`config.mk`:
```
export PLATFORM = sky130hd
export DESIGN_NAME = ifid_skid_stage_flat
export DESIGN_NICKNAME = d
export VERILOG_FILES = /design/src/rtl/pipe_pkg.sv /design/src/rtl/ifid_skid_stage_if.sv /design/src/rtl/pipe_sat_counter.sv /design/src/rtl/ifid_skid_stage.sv /design/src/flat_wrapper.sv
export SDC_FILE = /design/constraint.sdc
export NUM_CORES = 1
export LEC_CHECK = 0
export BUFFER_PORTS_ARGS = -buffer_cell sky130_fd_sc_hd__buf_4
export CAP_MARGIN = 5
export CELL_PAD_IN_SITES_DETAIL_PLACEMENT = 1
export CELL_PAD_IN_SITES_GLOBAL_PLACEMENT = 1
export CORE_AREA = 10 10 98 100
export CTS_CLUSTER_DIAMETER = 100
export DETAILED_ROUTE_END_ITERATION = 16
export DIE_AREA = 0 0 108 110
export GPL_TIMING_DRIVEN = 0
export PLACE_DENSITY_LB_ADDON = 0.1
export REMOVE_ABC_BUFFERS = 1
export SYNTH_ARGS = -nofsm -noshare
export SYNTH_HDL_FRONTEND = slang
export SYNTH_SLANG_ARGS = --single-unit
```
`constraint.sdc`:
```
create_clock -name clk -period 3.6 [get_ports clk]
set_clock_uncertainty 0.2 [all_clocks]
set_input_delay 0 -clock clk [delete_from_list [all_inputs] [get_ports clk]]
set_output_delay 0 -clock clk [all_outputs]
set_load 0.005 [all_outputs]
```
`src/rtl/pipe_pkg.sv`:
```
// Shared pipeline-stage types: occupancy state, default bubble word, payload layout.
package pipe_pkg;

    typedef enum logic [1:0] {
        ST_EMPTY = 2'd0,
        ST_ONE   = 2'd1,
        ST_FULL  = 2'd2
    } state_t;

    localparam int          DEF_PC_W     = 16;
    localparam int          DEF_INST_W   = 16;
    localparam logic [15:0] NOP_INST_DEF = 16'h0000;

    // Default-width payload; parametrised stages declare their own with the same field order.
    typedef struct packed {
        logic [DEF_PC_W-1:0]   pc;
        logic [DEF_INST_W-1:0] inst;
    } payload_t;

endpackage

```
`src/rtl/ifid_skid_stage_if.sv`:
```
// Valid/ready bundle for one pipeline stage: upstream push side plus downstream pop side.
interface ifid_skid_stage_if #(
    parameter int PC_W   = 16,
    parameter int INST_W = 16
);
    logic              in_valid;
    logic              in_ready;
    logic [PC_W-1:0]   in_pc;
    logic [INST_W-1:0] in_inst;
    logic              out_valid;
    logic              out_ready;
    logic [PC_W-1:0]   out_pc;
    logic [INST_W-1:0] out_inst;

    modport master (
        output in_valid, in_pc, in_inst, out_ready,
        input  in_ready, out_valid, out_pc, out_inst
    );

    modport slave (
        input  in_valid, in_pc, in_inst, out_ready,
        output in_ready, out_valid, out_pc, out_inst
    );
endinterface

```
`src/rtl/pipe_sat_counter.sv`:
```
// Saturating up-counter, cleared only by synchronous active-low reset.
module pipe_sat_counter #(
    parameter int CNT_W = 16
) (
    input  logic             clk,
    input  logic             rst,
    input  logic             inc,
    output logic [CNT_W-1:0] cnt
);
    always_ff @(posedge clk) begin
        if (!rst)
            cnt <= '0;
        else if (inc && (cnt != '1))
            cnt <= cnt + 1'b1;
    end
endmodule

```
`src/rtl/ifid_skid_stage.sv`:
```
// Two-entry skid-buffered pipeline register with flush and bubble insertion.
// Optional PERF_CNT_EN adds saturating stall/flush counters.
module ifid_skid_stage
    import pipe_pkg::*;
#(
    parameter int                PC_W     = 16,
    parameter int                INST_W   = 16,
    parameter logic [INST_W-1:0] NOP_INST = INST_W'(NOP_INST_DEF),
    parameter int                CNT_W    = 16
) (
    input  logic             clk,
    input  logic             rst,
    input  logic             flush,
    ifid_skid_stage_if.slave bus
`ifdef PERF_CNT_EN
    ,
    output logic [CNT_W-1:0] stall_cnt,
    output logic [CNT_W-1:0] flush_cnt
`endif
);
    typedef struct packed {
        logic [PC_W-1:0]   pc;
        logic [INST_W-1:0] inst;
    } pl_t;

    localparam pl_t PL_NOP = '{pc: '0, inst: NOP_INST};

    state_t state_q, state_d;
    pl_t    main_q, main_d, skid_q, skid_d, in_pl;
    logic   in_ready_q, out_valid, in_fire, out_fire;

    assign in_pl    = '{pc: bus.in_pc, inst: bus.in_inst};
    assign in_fire  = bus.in_valid & in_ready_q;
    assign out_fire = out_valid & bus.out_ready;

    always_ff @(posedge clk) begin
        if (!rst) begin
            state_q    <= ST_EMPTY;
            main_q     <= PL_NOP;
            skid_q     <= PL_NOP;
            in_ready_q <= 1'b1;
        end else begin
            state_q    <= state_d;
            main_q     <= main_d;
            skid_q     <= skid_d;
            // Ready is a pure flop: it looks ahead at where the buffer will be.
            in_ready_q <= (state_d != ST_FULL);
        end
    end

    always_comb begin
        state_d = state_q;
        main_d  = main_q;
        skid_d  = skid_q;
        if (flush) begin
            state_d = ST_EMPTY;
            main_d  = PL_NOP;
            skid_d  = PL_NOP;
        end else begin
            case (state_q)
                ST_EMPTY: if (in_fire) begin
                    state_d = ST_ONE;
                    main_d  = in_pl;
                end
                ST_ONE: begin
                    if (in_fire && out_fire) begin
                        main_d = in_pl;
                    end else if (in_fire) begin
                        state_d = ST_FULL;
                        skid_d  = in_pl;
                    end else if (out_fire) begin
                        state_d = ST_EMPTY;
                        main_d  = PL_NOP;
                    end
                end
                ST_FULL: if (out_fire) begin
                    state_d = ST_ONE;
                    main_d  = skid_q;
                    skid_d  = PL_NOP;
                end
                default: begin
                    state_d = ST_EMPTY;
                    main_d  = PL_NOP;
                    skid_d  = PL_NOP;
                end
            endcase
        end
    end

    // Main register is forced to the bubble whenever empty, so outputs need no masking.
    always_comb begin
        out_valid     = (state_q != ST_EMPTY);
        bus.out_valid = out_valid;
        bus.out_pc    = main_q.pc;
        bus.out_inst  = main_q.inst;
        bus.in_ready  = in_ready_q;
    end

`ifdef PERF_CNT_EN
    pipe_sat_counter #(.CNT_W(CNT_W)) u_stall_cnt (
        .clk (clk),
        .rst (rst),
        .inc (out_valid & ~bus.out_ready),
        .cnt (stall_cnt)
    );

    pipe_sat_counter #(.CNT_W(CNT_W)) u_flush_cnt (
        .clk (clk),
        .rst (rst),
        .inc (flush),
        .cnt (flush_cnt)
    );
`endif

endmodule

```
`src/flat_wrapper.sv`:
```
// flat-port wrapper written by rule: the top's interface ports become plain ports
module ifid_skid_stage_flat import pipe_pkg::*;
#(
    parameter int                PC_W     = 16,
    parameter int                INST_W   = 16,
    parameter logic [INST_W-1:0] NOP_INST = INST_W'(NOP_INST_DEF),
    parameter int                CNT_W    = 16
)
  (clk, rst, flush, bus_in_valid, bus_in_pc, bus_in_inst, bus_out_ready, bus_in_ready, bus_out_valid, bus_out_pc, bus_out_inst);
  ifid_skid_stage_if #(.PC_W(PC_W), .INST_W(INST_W)) bus_i ();
  input  logic clk;
  input  logic rst;
  input  logic flush;
  input wire logic [$bits(bus_i.in_valid)-1:0] bus_in_valid;
  input wire logic [$bits(bus_i.in_pc)-1:0] bus_in_pc;
  input wire logic [$bits(bus_i.in_inst)-1:0] bus_in_inst;
  input wire logic [$bits(bus_i.out_ready)-1:0] bus_out_ready;
  output wire logic [$bits(bus_i.in_ready)-1:0] bus_in_ready;
  output wire logic [$bits(bus_i.out_valid)-1:0] bus_out_valid;
  output wire logic [$bits(bus_i.out_pc)-1:0] bus_out_pc;
  output wire logic [$bits(bus_i.out_inst)-1:0] bus_out_inst;
  assign bus_i.in_valid = bus_in_valid;
  assign bus_i.in_pc = bus_in_pc;
  assign bus_i.in_inst = bus_in_inst;
  assign bus_i.out_ready = bus_out_ready;
  assign bus_in_ready = bus_i.in_ready;
  assign bus_out_valid = bus_i.out_valid;
  assign bus_out_pc = bus_i.out_pc;
  assign bus_out_inst = bus_i.out_inst;
  ifid_skid_stage #(.PC_W(PC_W), .INST_W(INST_W), .NOP_INST(NOP_INST), .CNT_W(CNT_W)) u_core (.clk(clk), .rst(rst), .flush(flush), .bus(bus_i));
endmodule
```
==> results of run 1 <==
-- what timing repair did --
item / 4_1_cts / 5_1_grt
endpoints found under the hold margin: 64 / 0
resized for setup: 0 / 0
hold buffers: 45 / 0
-- final timing paths --
path | start | endpoint | slack [ns] | cells after the start
worst max-delay path | u_core.state_q[0] | u_core.skid_q[11] | 0.49 | 5
worst min-delay path | flush | u_core.skid_q[2] | 0.07 | 5
worst max register to register | u_core.state_q[0] | u_core.skid_q[11] | 0.49 | 5
worst min register to register | u_core.skid_q[16] | u_core.skid_q[16] | 0.26 | 2
-- per-stage QoR --
| step | setup TNS [ns] | setup WS [ns] |
|---|---|---|
| 2_1_floorplan | 0 | 0.375 |
| 3_3_place_gp | -30.03 | -0.932 |
| 3_5_place_dp | 0 | 1.15 |
| 4_1_cts | 0 | 0.565 |
| 5_1_grt | 0 | 0.369 |
| 6_report | 0 | 0.489 |
-- area by class of cell --
class / instances / area share, %
clock inverters: 2 / 0.228
clock buffers: 13 / 3.85
well taps: 102 / 2.91
flip-flops and latches: 67 / 30.6
multi-input cells: 269 / 37.0
inverters: 9 / 0.770
repair buffers: 119 / 24.6
-- routing by layer --
metal  part of all wire [%]  global-route usage (%)
met5                      0                       0
met4                   0.88                    5.44
met3                    3.1                    3.25
met2                     49                    30.2
met1                     47                    21.7
-- power by group through the flow --
stage	registers (W)	logic (W)	clock network (W)
4_1_cts	0.000773	0.000255	0.000597
6_report	0.000773	0.000253	0.000586
5_1_grt	0.000775	0.000279	0.000628
3_5_place_dp	0.000790	0.000225	0
3_3_place_gp	0.000790	0.000207	0
2_1_floorplan	0.000786	0.000108	0
-- kinds of logic after synthesis --
kind of cell    after synthesis  share of synthesized area [%]
buf+inv                      46                           7.63
mux                          32                           10.1
compound gates              100                           20.6
flops                        67                           42.1
xor+xnor                      2                          0.550
simple gates                135                           19.1
-- critical path, delay by kind of cell, from the launching register on --
family                 cells  cell delay (ns)
buffers and inverters      2             0.82
and+or+nand+nor            2             0.88
DFF                        1             0.97
AOI/OAI and AO/OA          1             0.17
-- sequential cells by signal (all words and copies together) (netlist names) --
signal,cells
u_core.state_q,2
u_core.skid_q,32
u_core.bus.out_inst,16
u_core.bus.in_ready,1
u_core.bus.out_pc,16
-- cell usage in the layout (no fill, tap or decap), types with 30 or more instances in the layout --
| cell type | instances |
|---|---|
| o22ai_1 | 32 |
| mux2i_1 | 32 |
| nand2_1 | 60 |
| dlygate4sd3_1 | 45 |
| a22oi_1 | 32 |
| dfxtp_1 | 65 |
| nand3_1 | 32 |
| o21ai_1 | 30 |
| buf_4 | 70 |
| nor2_1 | 33 |
==> run summary, run 1 <==
Leakage = 1.69 nW
Crit-path cells = nor3b_4, buf_16, nand2_1, o21ai_1, dlygate4sd3_1
Post-synth EDFFs = 0
H-Tree Depth = 3
Slew headroom = 31.4%
Via count = 3123
Post-DRT Antenna Nets = 0
# diodes = 0
Fraction of registers with async set/reset = 0%
NumNets Final = 512
Starting Density = 41.6%
Min Tclk post-route = 3.11 ns
Synth area leader = dfxtp_1
Starting DRC count in detailed routing = 89
Final hold slack = 0.0684 ns
Seq pwr share = 48.0%
Finished Cell Area = 4390 sq um
Syn Std Cell Area = 3180 sq um
Placed insts = 521
Syn. warnings = 0
Total power = 0.00161 W
Crit path required time = 3.68 ns
Cells after synthesis = 382
Status = finished clean
Multi-input gate area = 1620 sq um
Syn avg cell area = 8.33 sq um
Flops & latches, synth = 67
MaxCap Viol Count = 0
Fillers = 892
PortBufs = 70
TritonCTS clock tree = done
Slowest stage cell, crit path = dfxtp_2
WL/cell = 17.6 um
CORE AREA = 7650 sq um
Root buf cell = clkbuf_8
Pint = 0.00118 W
Top cell type's share of synthesized area = 42.1%
IO Count = 71
Die H = 110 um
Startpoint Class = flop
Pwr per Cell Area = 367 nW/um^2
Most common cell in the netlist = dfxtp_1
First-pass GRT wire length = 16800 um
FP Rows = 32
Most frequent cells after synthesis = dfxtp_1, nand2_1, nor2_1
Cts bufs inserted = 9
RD Place Congestion = 0.702
Worst-margin pin slew = 1.03 ns
Die Width = 108 um
Switching power = 0.000431 W
Max Freq = 321 MHz
Vias in the first global route = 3308
Largest net degree at the start of global routing = 40
Worst vdd ir = 0.193 mV
Die area = 11900 sq um
Combinational share of power = 15.7%
HPWL Detailed = 6110 um
Register area share after synthesis = 42.1%
Pre-antenna DRT Iters = 4
Crit. End Element = flop
Worst-path clk slew = 0.07 ns
Fin. max-slew vios = 0
Layout cells sized above 1 = 20.7%
Avg Vias per Cell = 5.38
GRT Overall Usage = 17.5%
Fin. Hold Viols = 0
Crit Path Class = flop to flop
Final WL = 10200 um
Setup Viol. Count Final = 0
Total area of sequential cells = 1340 sq um
Area grow syn2layout = 37.8%
Final Non-Filler Cells = 581
Clk sinks = 67
Min-Delay Path Class = primary input to flop
Cell Area, Placed = 3760 sq um
Crit path DAT = 3.19 ns
RSZ-0062 raised after global routing = no
Post-CTS Setup Repair Bufs = 0
DRC Markers = 0
Max clock buf depth = 2
Slowest cell delay on critical path = 0.97 ns
Synth Flop Type = dfxtp_1
CP max FO = 39
Sw Share = 26.7%
Clk_lat worst skew = 0.34 ns
Core Util, Final = 57.4%
Final period util = 86.4%
Total congestion overflow = 0
Part of the power in the clock network = 36.4%
Top area cells in the synthesized netlist = dfxtp_1, mux2i_1, a22oi_1
Post-synth cell types = 31
Initial antenna violation count = 0
(Power assumes the default switching activity.)
==> inputs of run 2 (changes only) <==
- CAP_MARGIN: 5 -> 25
- CORE_AREA: 10 10 98 100 -> 10 10 106 108
- DIE_AREA: 0 0 108 110 -> 0 0 116 118
- MAX_ROUTING_LAYER: not set -> met4
- clock period: 3.6 -> 2.6 ns (I/O delays scaled with it)
==> run 2 against run 1 <==
Net effect:
- cell area fell by 1.7%
- register-to-register slack got worse by 0.25 ns
- first-iteration DRC count rose by 3.4%
- critical path depth did not move
- routed wire length rose by 0.19%
- via count fell by 0.99%
- die area rose by 15%
- largest cell class unchanged
- core utilization fell by 10 points
==> run summary, run 2 (same netlist as run 1, synthesis figures left out) <==
Status = finished clean
Via count = 3092
Min-Delay Path Class = primary input to flop
Met1 Usage GRT = 18.3%
Largest net degree at the start of global routing = 40
RR Startpoint = u_core.state_q[1]
Die H = 118 um
Clk sinks = 67
Hold EP = u_core.skid_q[30]
Slowest stage cell, crit path = dfxtp_2
Crit Path Class = flop to flop
Die Width = 116 um
Fin. Hold Viols = 0
Commonest non-fill, non-tap cell in the layout = buf_4
CORE AREA = 9110 sq um
Avg Vias per Cell = 5.33
Post-DRT Antenna Nets = 0
Leakage = 1.61 nW
IO Count = 71
First-pass GRT wire length = 16600 um
CP max FO = 32
Most frequent cells in the layout = buf_4, dfxtp_1, nand2_1, nor2_1, dlygate4sd3_1
GR peak layer = met2
Worst vdd ir = 0.200 mV
Total congestion overflow = 0
Total power = 0.00236 W
Startpoint Class = flop
Top delay family on crit path = compound AO/OA/AOI/OAI gates
Starting DRC count in detailed routing = 92
Fillers = 1074
# diodes = 0
Post-place setup slack = 0.110 ns
Clk_lat worst skew = 0.34 ns
Vias in the first global route = 3204
Pre-antenna DRT Iters = 4
Root buf cell = clkbuf_8
Max reg flops = 32
Setup WS post-layout = 0.234 ns
Area grow syn2layout = 35.5%
HP Start = rst
Worst-path clk slew = 0.08 ns
RSZ-0062 raised after global routing = no
Hold path cells = 4
Met2 usage = 24.3%
Pwr per Cell Area = 547 nW/um^2
Final hold slack = 0.0249 ns
Final Non-Filler Cells = 580
TritonCTS clock tree = done
MaxCap Viol Count = 0
Final period util = 91.0%
PortBufs = 70
Max Freq = 423 MHz
Initial antenna violation count = 0
Slew headroom = 36.8%
Max clock buf depth = 2
Worst-margin pin slew = 0.946 ns
WL/cell = 17.6 um
R2R setup slack = 0.23 ns
Min Tclk post-route = 2.37 ns
FP Rows = 35
Cts bufs inserted = 9
R2R cell count = 5
GRT Overall Usage = 15.3%
Setup Viol. Count Final = 0
Crit-path cells = buf_12, xor2_1, o2bb2ai_4, a22oi_1, nor2_1
H-Tree Depth = 3
NumNets Final = 501
Starting Density = 34.9%
Placed insts = 529
Layout cells sized above 1 = 21.5%
Slowest cell delay on critical path = 0.65 ns
HPWL Detailed = 5990 um
Crit. End Element = flop
Reg2reg end = u_core.bus.out_inst[9]
Final WL = 10200 um
Most flops, register = u_core.skid_q
Crit path required time = 2.67 ns
Crit path DAT = 2.43 ns
Bufs and invs on worst path = 1
RD Place Congestion = 0.671
Fin. max-slew vios = 0
DRC Markers = 0
Grt met3 use = 3.26%
Die area = 13700 sq um
## run 2: cell count changes in the layout (fill, tap and decap cells not counted), sizes merged
cell / previous run / this run
buf: 74 / 75
bufinv: 0 / 1
clkinv: 2 / 0
clkinvlp: 0 / 2
dlygate4sd3: 45 / 33
## run 2: per-layer routing
| metal | share of wire (%) | up-vias |
|---|---|---|
| li1 | - | 1519 |
| met1 | 47 | 1497 |
| met2 | 48 | 59 |
| met3 | 4.3 | 17 |
| met4 | 1.4 | 0 |
| met5 | 0 | - |
## run 2: power breakdown
part | switching (W) | internal [W] | leakage, nW | total, W
clock network | 0.000419 | 0.000523 | 0.102 | 0.000941
registers | 0.0000230 | 0.00105 | 0.543 | 0.00107
logic | 0.000180 | 0.000168 | 0.968 | 0.000348
## run 2: timing repair
item,in CTS,in global routing
endpoints found under the setup margin,0,13
hold buffers,33,0
endpoints found under the hold margin,66,0
buffers inserted,0,2
resized for setup,0,1
## run 2: layout make-up
cell class                 count  area (sq um)  area share (%)
sequential                    67          1350            31.2
multi-input combinational    269          1630            37.8
tap                          111           139            3.22
inverter                       9          33.8           0.783
clock inverter                 3          45.0            1.04
timing repair buffer         108           951            22.0
clock buffer                  13           169            3.92
## run 2: stage by stage
| stage | utilization, % | setup TNS (ns) | cell area (sq um) |
|---|---|---|---|
| final | 47.3 | 0 | 4310 |
| after global routing | 47.3 | 0 | 4310 |
| after CTS | 47.0 | 0 | 4280 |
| after detailed placement | 41.0 | 0 | 3740 |
| after global placement | 39.9 | -99.50 | 3640 |
| after floorplan | - | -24.08 | 2970 |
## run 2: how the worst max path moves through the flow
stage	from	endpoint	slack, ns	cells after the start
after global routing	u_core.state_q[1]	u_core.bus.out_inst[2]	0.04	5
after global placement	u_core.state_q[1]	u_core.skid_q[9]	-2.02	3
after CTS	flush	u_core.skid_q[8]	0.08	7
after floorplan	u_core.state_q[1]	u_core.skid_q[10]	-0.63	3
after detailed placement	u_core.state_q[0]	u_core.bus.out_pc[10]	0.11	4
final	u_core.state_q[1]	u_core.bus.out_inst[9]	0.23	5
## run 2: worst reg2reg max path, delay by kind of cell, from the launching register on
family / cells / cell delay [ns]
AOI/OAI and AO/OA: 2 / 0.67
and+or+nand+nor: 1 / 0.15
DFF: 1 / 0.65
xor gates and xnor gates: 1 / 0.34
buffers and inverters: 1 / 0.29
==> inputs of run 3 (changes only) <==
- CORE_AREA: 10 10 106 108 -> 10 10 107 109
- DIE_AREA: 0 0 116 118 -> 0 0 117 119
- REMOVE_ABC_BUFFERS: 1 -> not set
- SYNTH_HIERARCHICAL: not set -> 1
==> run 3 against run 2 <==
Net effect:
- clock power rose by 13%
- power rose by 7.9%
- synthesized cell count fell by 8.9%
- routed wire length fell by 1.7%
- die area rose by 1.7%
- non-clock buffer count rose by 33
- clock-buffer cell count fell by 2
- cell area rose by 9.6%
- critical path type is now primary input to flop
- largest power group unchanged
==> run summary, run 3 <==
CP max FO = 10
TritonCTS clock tree = done
Pwr per Cell Area = 538 nW/um^2
Post-synthesis compound-gate area fraction = 17.9%
First-pass GRT wire length = 16800 um
R2R cell count = 5
Die H = 119 um
Max clock buf depth = 2
Hold path cells = 4
Fin. Hold Viols = 0
Crit Path Class = primary input to flop
Most common cell in the netlist = dfxtp_1
Synth area leader = dfxtp_1
# diodes = 0
Pre-antenna DRT Iters = 4
Main combinational cell family by area after synthesis = multiplexers
CORE AREA = 9460 sq um
Top cell type's share of synthesized area = 38.9%
RSZ-0062 raised after global routing = no
Starting Density = 36.4%
Fraction of registers with async set/reset = 0%
Cts bufs inserted = 9
Root buf cell = clkbuf_8
Largest net degree at the start of global routing = 12
Die Width = 117 um
FP Rows = 36
PortBufs = 70
Clk sinks = 67
Final period util = 73.9%
DRC Markers = 0
Post-synth EDFFs = 0
Starting DRC count in detailed routing = 95
Min-Delay Path Class = primary input to flop
Fin. max-slew vios = 0
RD Place Congestion = 0.723
Register area share after synthesis = 38.9%
Synth Area in Simple Gates = 15.9%
Min Tclk post-route = 1.92 ns
Commonest non-fill, non-tap cell in the layout = buf_4
Setup WS post-layout = 0.679 ns
Post-synthesis mux area share = 18.9%
MaxCap Viol Count = 0
Initial antenna violation count = 0
WL/cell = 17.2 um
GRT Overall Usage = 15.4%
Post-DRT Antenna Nets = 0
Flops & latches, synth = 67
H-Tree Depth = 3
Metal2 WL = 4870 um
NumNets Final = 503
Die area = 13900 sq um
Total negative slack = 0 ns
Top Metal Used = met4
Worst-path clk slew = 0.07 ns
Max Freq = 521 MHz
Placed insts = 532
DRT met1 WL = 4710 um
Max reg flops = 32
Vias in the first global route = 3253
Leakage = 1.82 nW
Worst vdd ir = 0.220 mV
Fillers = 1088
Startpoint Class = primary input
Setup Viol. Count Final = 0
Top area cells in the synthesized netlist = dfxtp_1, mux2i_1, o2bb2ai_1
HPWL Detailed = 6950 um
Crit. End Element = flop
Cells after synthesis = 348
Layout cells sized above 1 = 25.1%
Crit path required time = 2.62 ns
Post-synth cell types = 29
Post-Syn Nets = 385
Slew headroom = 62.7%
Crit path DAT = 1.94 ns
Met3 WL = 375 um
Most frequent cells after synthesis = dfxtp_1, nor2_1, mux2i_1
Status = finished clean
Worst-margin pin slew = 0.560 ns
Area share of xor/xnor cells in the synthesized design = 0%
Post-place setup slack = 0.690 ns
Most flops, register = u_core/skid_q
Most frequent cells in the layout = buf_4, dfxtp_1, nor2_1, mux2i_1, dlygate4sd3_1
Total congestion overflow = 0
Final Non-Filler Cells = 585
Synth Flop Type = dfxtp_1
Syn Std Cell Area = 3450 sq um
IO Count = 71
Via count = 2964
Synth Area in Adders = 0%
Final WL = 10100 um
Post-CTS Setup Repair Bufs = 0
Area grow syn2layout = 37.1%
Clk_lat worst skew = 0.34 ns
Syn. warnings = 6
Avg Vias per Cell = 5.07
Syn avg cell area = 9.90 sq um
==> run 3: cell types whose count changed after synthesis, moves of 5 or more <==
| cell | delta |
|---|---|
| o2bb2ai_1 | +32 |
| inv_1 | -8 |
| o21ai_1 | -30 |
| nand2_1 | -59 |
| nor2_1 | +33 |
| buf_2 | -8 |
| buf_6 | +10 |
| and2_1 | +32 |
| buf_4 | -5 |
| a22oi_1 | -6 |
| o22ai_1 | -32 |
| mux2i_1 | +33 |
| a22oi_2 | +6 |
| nand3_1 | -31 |
==> run 3: stage by stage <==
stage               area [sq um]  utilization, %  hold slack [ns]  power (W)
floorplan                   3450               -         -0.00543    0.00131
global placement            4110            43.5            0.125    0.00146
detailed placement          4110            43.5            0.126    0.00147
CTS                         4730            50.0            0.218    0.00258
global route                4730            50.0            0.296    0.00266
finish                      4730            50.0            0.250    0.00254
==> run 3: worst max-delay path, stage by stage <==
cell and delay, ns:
dlygate4sd3_1 0.54, buf_4 0.13, nand2b_1 0.14, clkbuf_1 0.45
nor3_1 0.11, dlygate4sd3_1 0.57
==> run 3: per-layer routing <==
layer | vias to the layer above | track usage, %
met5 | - | -
met4 | 0 | 4.64
met3 | 8 | 2.81
met2 | 55 | 25.2
met1 | 1429 | 18.9
li1 | 1472 | -
==> run 3: cell type report <==
| class | instances | area [sq um] | area share, % |
|---|---|---|---|
| timing repair buffer | 107 | 896 | 19.0 |
| clock inverter | 5 | 100 | 2.12 |
| sequential | 67 | 1340 | 28.4 |
| buffer | 34 | 289 | 6.12 |
| clock buffer | 11 | 141 | 2.99 |
| tap | 114 | 143 | 3.02 |
| multi-input combinational | 247 | 1820 | 38.4 |
==> run 3: worst paths after layout <==
kind | start | end | slack, ns
worst max-delay path | rst | u_core/state_q[1] | 0.68
worst min-delay path | flush | u_core/skid_q[25] | 0.25
worst max register to register | u_core/state_q[0] | u_core/bus.out_inst[8] | 0.70
worst min register to register | u_core/skid_q[25] | u_core/skid_q[25] | 0.29
==> run 3: cells by family after synthesis <==
logic type             count (synthesis)
buffers and inverters                 34
multiplexers                          65
flip-flops                            67
AO/OA/AOI/OAI                         71
AND/OR/NAND/NOR                      111
==> run 3: where the power goes <==
part	internal, W	switching [W]	total [W]
combinational	0.000218	0.000204	0.000422
sequential	0.00105	0.0000143	0.00106
clock	0.000661	0.000399	0.00106
==> run 3: timing repair <==
item	in CTS	in global routing
resized for setup	0	0
hold buffers	37	0
hold endpoints to repair	67	0
